`config.mk`:
```
export PLATFORM = sky130hd
export DESIGN_NAME = axi_wr_slave_sram
export DESIGN_NICKNAME = d
export VERILOG_FILES = /design/src/rtl/axi_pkg.sv /design/src/rtl/axi_wr_addr_gen.sv /design/src/rtl/axi_wr_slave_sram.sv
export SDC_FILE = /design/constraint.sdc
export NUM_CORES = 1
export LEC_CHECK = 0
export ABC_CLOCK_PERIOD_IN_PS = 4400
export BUFFER_PORTS_ARGS = -buffer_cell sky130_fd_sc_hd__buf_2
export CORE_UTILIZATION = 35
export DETAILED_ROUTE_END_ITERATION = 10
export GPL_ROUTABILITY_DRIVEN = 0
export HOLD_SLACK_MARGIN = 0.03
export MAX_ROUTING_LAYER = met4
export PLACE_DENSITY = 0.73
export SLEW_MARGIN = 20
export SYNTH_ARGS = -nofsm -noshare
export SYNTH_HDL_FRONTEND = slang
export SYNTH_SLANG_ARGS = --single-unit
```
`constraint.sdc`:
```
create_clock -name ACLK -period 4.4 [get_ports ACLK]
set_input_delay 0.88 -clock ACLK [delete_from_list [all_inputs] [get_ports ACLK]]
set_output_delay 0.88 -clock ACLK [all_outputs]
set_load 0.05 [all_outputs]
```
`src/rtl/axi_pkg.sv`:
```
// axi_pkg: shared AXI write-side types, widths and encodings
package axi_pkg;
  localparam int ID_W   = 8;
  localparam int DATA_W = 32;
  localparam int STRB_W = 4;
  localparam int LEN_W  = 4;
  typedef enum logic [1:0] {IDLE, DATA, RESP} state_t;
  localparam logic [1:0] RESP_OKAY   = 2'b00;
  localparam logic [1:0] RESP_SLVERR = 2'b10;
  localparam logic [1:0] BURST_FIXED = 2'b00;
  localparam logic [1:0] BURST_INCR  = 2'b01;
  localparam logic [1:0] BURST_WRAP  = 2'b10;
  localparam logic [2:0] SIZE_WORD   = 3'b010;
endpackage

```
`src/rtl/axi_wr_addr_gen.sv`:
```
// axi_wr_addr_gen: latched burst word address, beat counter and last-beat detect
module axi_wr_addr_gen
  import axi_pkg::*;
#(
  parameter int MEM_AW = 14
) (
  input  logic              ACLK,
  input  logic              ARESETn,
  input  logic              load,
  input  logic              beat,
  input  logic [MEM_AW-1:0] start_addr,
  input  logic [LEN_W-1:0]  start_len,
  input  logic [1:0]        start_burst,
  output logic [MEM_AW-1:0] addr,
  output logic              last
);
  logic [LEN_W-1:0] len_r;
  logic [LEN_W-1:0] count;
  logic [1:0]       burst_r;
  // capture on AW accept, advance on every accepted W beat; non-FIXED bursts increment and wrap at the top of the SRAM
  always_ff @(posedge ACLK or negedge ARESETn) begin
    if (!ARESETn) begin
      addr    <= '0;
      len_r   <= '0;
      count   <= '0;
      burst_r <= BURST_FIXED;
    end else if (load) begin
      addr    <= start_addr;
      len_r   <= start_len;
      count   <= '0;
      burst_r <= start_burst;
    end else if (beat) begin
      addr  <= (burst_r == BURST_FIXED) ? addr : addr + 1'b1;
      count <= count + 1'b1;
    end
  end
  assign last = (count == len_r);
endmodule

```
`src/rtl/axi_wr_slave_sram.sv`:
```
// axi_wr_slave_sram: AXI write responder driving a single-port SRAM (optional AXI_WR_ERR_CHECK_EN adds SLVERR checks)
module axi_wr_slave_sram
  import axi_pkg::*;
#(
  parameter int          MEM_AW        = 14,
  parameter logic [31:0] BASE_ADDR     = 32'h0001_0000,
  parameter int          SLV_SIZE_LOG2 = 16
) (
  input  logic              ACLK,
  input  logic              ARESETn,
  input  logic [ID_W-1:0]   AWID,
  input  logic [31:0]       AWADDR,
  input  logic [LEN_W-1:0]  AWLEN,
  input  logic [2:0]        AWSIZE,
  input  logic [1:0]        AWBURST,
  input  logic              AWVALID,
  output logic              AWREADY,
  input  logic [DATA_W-1:0] WDATA,
  input  logic [STRB_W-1:0] WSTRB,
  input  logic              WLAST,
  input  logic              WVALID,
  output logic              WREADY,
  output logic [ID_W-1:0]   BID,
  output logic [1:0]        BRESP,
  output logic              BVALID,
  input  logic              BREADY,
  output logic              SRAM_CEB,
  output logic [STRB_W-1:0] SRAM_WEB,
  output logic [MEM_AW-1:0] SRAM_A,
  output logic [DATA_W-1:0] SRAM_DI
);
  state_t            state, state_nx;
  logic [ID_W-1:0]   id_r;
  logic [1:0]        resp_r;
  logic [MEM_AW-1:0] addr_r;
  logic              last_beat, aw_hs, w_hs, burst_end, wr_en, unused_ok;
  assign aw_hs     = AWVALID & (state == IDLE);
  assign w_hs      = WVALID & (state == DATA);
  assign burst_end = w_hs & (WLAST | last_beat);
  assign unused_ok = ^{AWADDR[31:MEM_AW+2], AWADDR[1:0], AWSIZE, BASE_ADDR, 32'(SLV_SIZE_LOG2)};
  axi_wr_addr_gen #(.MEM_AW(MEM_AW)) u_addr_gen (
    .ACLK        (ACLK),
    .ARESETn     (ARESETn),
    .load        (aw_hs),
    .beat        (w_hs),
    .start_addr  (AWADDR[MEM_AW+1:2]),
    .start_len   (AWLEN),
    .start_burst (AWBURST),
    .addr        (addr_r),
    .last        (last_beat)
  );
`ifdef AXI_WR_ERR_CHECK_EN
  logic aw_err;
  assign aw_err = (AWADDR[31:SLV_SIZE_LOG2] != BASE_ADDR[31:SLV_SIZE_LOG2]) | (AWSIZE != SIZE_WORD) |
                  (AWBURST == BURST_WRAP) | (AWBURST == 2'b11);
  assign wr_en  = w_hs & (resp_r == RESP_OKAY);
  // response status: decided at AW accept, downgraded when WLAST disagrees with the burst length
  always_ff @(posedge ACLK or negedge ARESETn) begin
    if (!ARESETn) resp_r <= RESP_OKAY;
    else if (aw_hs) resp_r <= aw_err ? RESP_SLVERR : RESP_OKAY;
    else if (burst_end & WLAST & ~last_beat) resp_r <= RESP_SLVERR;
  end
`else
  assign wr_en  = w_hs;
  assign resp_r = RESP_OKAY;
`endif
  // transaction ID held from AW accept until the B handshake
  always_ff @(posedge ACLK or negedge ARESETn) begin
    if (!ARESETn) id_r <= '0;
    else if (aw_hs) id_r <= AWID;
  end
  // FSM state register
  always_ff @(posedge ACLK or negedge ARESETn) begin
    if (!ARESETn) state <= IDLE;
    else state <= state_nx;
  end
  // FSM next state: one outstanding burst, AW -> W beats -> B
  always_comb begin
    state_nx = state;
    case (state)
      IDLE:    state_nx = aw_hs ? DATA : IDLE;
      DATA:    state_nx = burst_end ? RESP : DATA;
      RESP:    state_nx = BREADY ? IDLE : RESP;
      default: state_nx = IDLE;
    endcase
  end
  // outputs decoded from state and registers; SRAM strobes only on an accepted beat
  always_comb begin
    AWREADY  = (state == IDLE);
    WREADY   = (state == DATA);
    BVALID   = (state == RESP);
    BID      = id_r;
    BRESP    = resp_r;
    SRAM_CEB = ~wr_en;
    SRAM_WEB = wr_en ? ~WSTRB : 4'hF;
    SRAM_A   = addr_r;
    SRAM_DI  = wr_en ? WDATA : '0;
  end
endmodule

```
[After elaboration in Yosys (flattened, before gate mapping)]
Index checks and enable logic that the tools add are counted.
Cells by class
  multiplexer cells: 11
  div/mod/pow operators: 0
  shift-type cells: 0
  reduce and logical (&&, ||, !) cells: 4
  magnitude comparators: 0
  equal/unequal tests: 4
  bitwise operators: 6
  multipliers: 0
  add/subtract/negate cells: 2
Operators by type and width (count)
  two-way mux 14 bit: 3
  two-way mux 32 bit: 1
  adder 14 x 1 -> 14 bit (second input constant): 1
  two-way mux 4 bit: 3
  one-hot mux 2 bit (3 select lines): 1
  adder 4 x 1 -> 4 bit (second input constant): 1
  == test 4 bit: 1
  logical NOT 2 bit: 2
  two-way mux 2 bit: 2
  NOT 4 bit: 1
  bitwise AND 1 bit: 3
  == test 2 x 1 -> 1 bit (second input constant): 1
  == test 2 bit (second input constant): 1
  inequality test 2 bit (second input constant): 1
  AND reduction 2 bit: 1
  nonzero test 2 bit: 1
  two-way mux 1 bit: 1
  NOT 1 bit: 1
  OR 1 bit: 1
Word-level totals
  output and inout port bits: 64
  memory bits (writable): 0
  ROM bits: 0
  register bits: 34
  logic and storage cells: 33
  bits of input ports: 91
  memories kept: 0
  bits in latches: 0

[Longest topological paths before layout]
  depth in word-level cells: 5
  mapped depth: 6
  depth with buffers taken out: 5

[Cells and area by module]
Synthesis repeated with hierarchy kept, for this count alone.
Unflattened totals
  cell total of the unflattened synthesis: 190
  area total of the unflattened synthesis: 2014.4 µm²
By module, submodules not included
  axi_wr_addr_gen: cells an instance 117, seq. area each 600.6 µm², instances 1, area an instance 1276.2 µm²
  axi_wr_slave_sram: cells an instance 73, seq. area each 250.2 µm², instances 1, area an instance 738.2 µm²

[Worst setup path before layout]
No wires, ideal clock.
  kind: input to output
  start: input WVALID
  end: output SRAM_DI[0]
  stages on the path: 4
  data required time: 3520 ps
  data arrival time: 1853 ps
  slack: 1667 ps
  buffers on the path: 2
  cells stage by stage: and3b_1 buf_6 clkbuf_1 and2_1
Between the ends
  cells in the longest elaborated chain, start to end: 2
RTL lines
  start: declaration: line axi_wr_slave_sram.sv:21  | input logic WVALID,
  bitwise AND 1 bit: line axi_wr_slave_sram.sv:38  | assign w_hs = WVALID & (state == DATA);
  two-way mux 32 bit: line axi_wr_slave_sram.sv:97  | SRAM_DI = wr_en ? WDATA : '0;
  end: declaration: line axi_wr_slave_sram.sv:30  | output logic [DATA_W-1:0] SRAM_DI
No other way between the ends.

[Worst setup path after layout]
  start: input WVALID
  end: output SRAM_DI[10]
Same word-level chain as after synthesis.

==> results.txt <==
Setup total negative slack on the finished layout was measured at 0 ns. Of the cells placed in the final design, the portion with a size suffix greater than 1 is 0.4017. The initial utilization of the core area, before any placement, comes to 0.3683. The total overflow left after global routing is 0. The number of remaining DRC errors came out at 0. The highest cell delay on the worst timing path is ~0.57 ns. Headroom to the max-slew limit came out at 0.3594.

The number of buffers inserted by port buffering came out at roughly 130. The category of the worst setup path capture point is an output pin. The largest voltage drop on the vdd net is between 0.5 and 0.6 mV. The post-route cell area came out at 2744 sq um. The wire length reported by the detailed router came out at 4789 um. The count of cells resized by post-cts repair is 0. The global-route wire length before repair is approximately 8200 um.

The data arrival time of the critical path is 2.05 ns. The fraction of power consumed by sequential logic came out at 0.280. The min-delay analysis places its worst path in the category reg2reg.

The core area came out at 5205 sq um. The maximum operating frequency came out at around 340 MHz. For the pin with the worst max-slew slack, the measured transition is about 0.96 ns. The period utilization is 0.6655. Of all nets on the critical path, the largest fanout is 40.

The worst hold slack after final layout is around 0.47 ns. For this run, the detailed router's first-pass iteration total came to 4. The final layout contains 454 nets. The power spent charging and discharging nets came out at around 1.2 mW. The design draws 2.129 mW. The full die area is 5777 sq um.

The floorplan step set the die height to 76.01 um. The count of pins over their slew limit is 0. The sink count of the clock tree came out at 34.

The number of failing setup endpoints in the final timing report is 0. The post-synthesis average cell area is 8.262 sq um. The fill cell instance count of the final layout came out at around 510. The per-cell via count in the routed design is 4.585. The clock latency on the worst-skew pair came out at 0.28 ns. The initial antenna violation count is 0. The cell sitting at the root of the clock tree is a clkbuf_8. The run finished with clean final reports. The number of instances in the synthesized netlist came out at 232. The count of yosys warnings during synthesis is 0. The leakage power total came out at between 1 and 1.5 nW. The instance area after placement came out at 2615 sq um. The clock-pin slew of the registers on the worst-case setup and hold paths came out at 0.06 ns.

The areal power density over the cells came out at 776.1 nW/um^2. Of the total power, the share spent switching nets is 0.5498. Between clock sinks in the finished design, the worst skew comes to 0.003152 ns. The first routing iteration left 54 violations. The clock tree from TritonCTS is built. Max-cap violations in this run came to 0. The worst setup path is launched from an input pin. The setup path with the least slack is of type in2out. The horizontal extent of the die is 76.01 um. The total of flip-flops plus latches after synthesis came out at 34.

In the post-synthesis netlist, the biggest area contributors are dfrtp_1, nand2_1, and2_1. The number of distinct library cell variants in the gate-level netlist after synthesis is 33. The biggest area contributor in the post-synthesis netlist is dfrtp_1. The deepest clock path buffer count came out at 2. The H-tree generated during clock tree synthesis spans 2 levels. The hold violation total from the final report came out at 0. Buffers inserted to repair hold after CTS numbered 0. The via count of the first global-routing pass is 1888. The number of buffers inserted during clock tree synthesis came out at 5.

The final antenna-violating net count is 0. The global-route usage over all layers came out at 0.1781. The combinational share of power came out at 0.584. Traced cell by cell, the critical path runs through buf_2, and3b_2, and2_1, buf_2. The average wire length per cell after detail routing is 11.11 um. The total standard cell area after synthesis came out at 1917 sq um. The estimated wirelength of the detail-placed design came out at 3512 um. The number of placement rows is 26. In this run the post-CTS setup repair buffer count came out at 0. On the critical path, the stage with the largest delay is an instance of and3b_2.

Entering global routing, the biggest net connects 41 pins. Counting I/O delays and the setup requirement, the final critical path takes 2.928 ns. The fraction of the yosys area taken by sequential cells came out at 0.4439. In this run the count of I/O pins placed on the die edge is between 150 and 200. Measured on the finished design, the core utilization comes to 0.5272. The cell that appears most often on the critical path is buf_2. The count of inserted antenna diode cells is 0. The synthesis-to-finish area growth is 43.15%. Setup repair after global routing left no endpoint under its margin. The area fraction of the dominant cell type after synthesis came out at 0.4439. The critical path data required time came out at approximately 3.5 ns. The clock share of power came out at 0.136. The final route contains 1976 vias. The internal portion of total power is 0.9586 mW.
-- through the flow --
stage	cells	worst slack, ns
2_1_floorplan	233	1.667
3_3_place_gp	423	1.164
3_5_place_dp	423	1.081
4_1_cts	430	1.071
5_1_grt	431	1.359
6_report	431	1.472
-- worst max-delay path, delay by kind of cell --
kind | cells | cell delay, ns
AND/OR/NAND/NOR | 2 | 0.78
buffers and inverters | 2 | 0.37
-- sequential cells by signal, summed over array words and instances (netlist names) --
| signal | count |
|---|---|
| BID | 8 |
| state | 2 |
| u_addr_gen.addr | 14 |
| u_addr_gen.burst_r | 2 |
| u_addr_gen.count | 4 |
| u_addr_gen.len_r | 4 |
-- power by group through the flow --
stage          logic (mW)  clock network (mW)  registers [mW]
6_report             1.24               0.290           0.595
5_1_grt              1.34               0.313           0.619
4_1_cts              1.25               0.300           0.595
3_5_place_dp         1.24                   0           0.599
3_3_place_gp         1.22                   0           0.595
2_1_floorplan       0.637                   0           0.918
-- placed cells by master (no fill, tap or decap), types with 3 or more instances in the layout --
| cell | count |
|---|---|
| nor2_1 | 13 |
| xor2_1 | 3 |
| buf_2 | 131 |
| o21ai_0 | 14 |
| dfrtp_1 | 34 |
| nand2_1 | 63 |
| inv_1 | 6 |
| nand3_1 | 4 |
| clkbuf_8 | 6 |
| nand4_1 | 4 |
| or3_1 | 6 |
| and2_1 | 33 |
| xnor2_1 | 10 |
| a31oi_1 | 7 |
-- cell type report --
type                            instances  area, sq um  area share
Multi-Input combinational cell        179        978.4      0.3566
Sequential cell                        34        850.8      0.3101
Timing Repair Buffer                  134        685.7      0.2499
Tap cell                               70        87.58     0.03192
Clock buffer                            6        82.58     0.03010
Clock inverter                          1        30.03     0.01094
Inverter                                7        28.78     0.01049
-- logic make-up after synthesis --
logic type	synth area share
compound gates	0.08159
xor+xnor	0.05940
fa+ha+maj	0.01305
buf+inv	0.04830
flops	0.4439
mux	0.005222
other cells	0.001956
simple gates	0.3466
-- per-layer routing --
metal / GRT usage / part of all wire / wire, um / vias to the layer above
li1: - / - / - / 1006
met1: 0.2146 / 0.46 / 2222 / 881
met2: 0.2891 / 0.46 / 2190 / 82
met3: 0.04551 / 0.068 / 325 / 7
met4: 0.06346 / 0.011 / 51 / 0
met5: - / 0 / 0 / -
-- cells in the mapped netlist, drive strengths merged --
library cell / count
mux2i: 1
nor3b: 1
nor2: 13
o21ai: 14
nand3: 4
nand4b: 1
xor2: 3
and4: 1
o211ai: 2
ha: 2
or2: 1
nor3: 2
a31oi: 7
xnor2: 10
or4: 3
and2b: 1
nand4: 4
buf: 3
nor2b: 1
and2: 33
conb: 1
o211a: 1
o2bb2ai: 1
or3: 6
a41oi: 1
clkbuf: 10
dfrtp: 34
inv: 7
and3b: 1
nand2: 63
-- final timing paths --
kind / cells after the start / endpoint / slack [ns] / from
worst max-delay path: 4 / SRAM_DI[10] / 1.47 / WVALID
worst max register to register: 5 / u_addr_gen.addr[9]$_DFFE_PN0P_ / 2.02 / state[1]$_DFF_PN0_
max in group asynchronous: 1 / u_addr_gen.count[3]$_DFFE_PN0P_ / 3.26 / ARESETn
worst min-delay path: 2 / BID[0]$_DFFE_PN0P_ / 0.47 / BID[0]$_DFFE_PN0P_
min in group asynchronous: 1 / u_addr_gen.addr[2]$_DFFE_PN0P_ / 0.67 / ARESETn
worst min register to register: 2 / BID[0]$_DFFE_PN0P_ / 0.47 / BID[0]$_DFFE_PN0P_
Note: power is estimated with default switching activity, not from simulation.
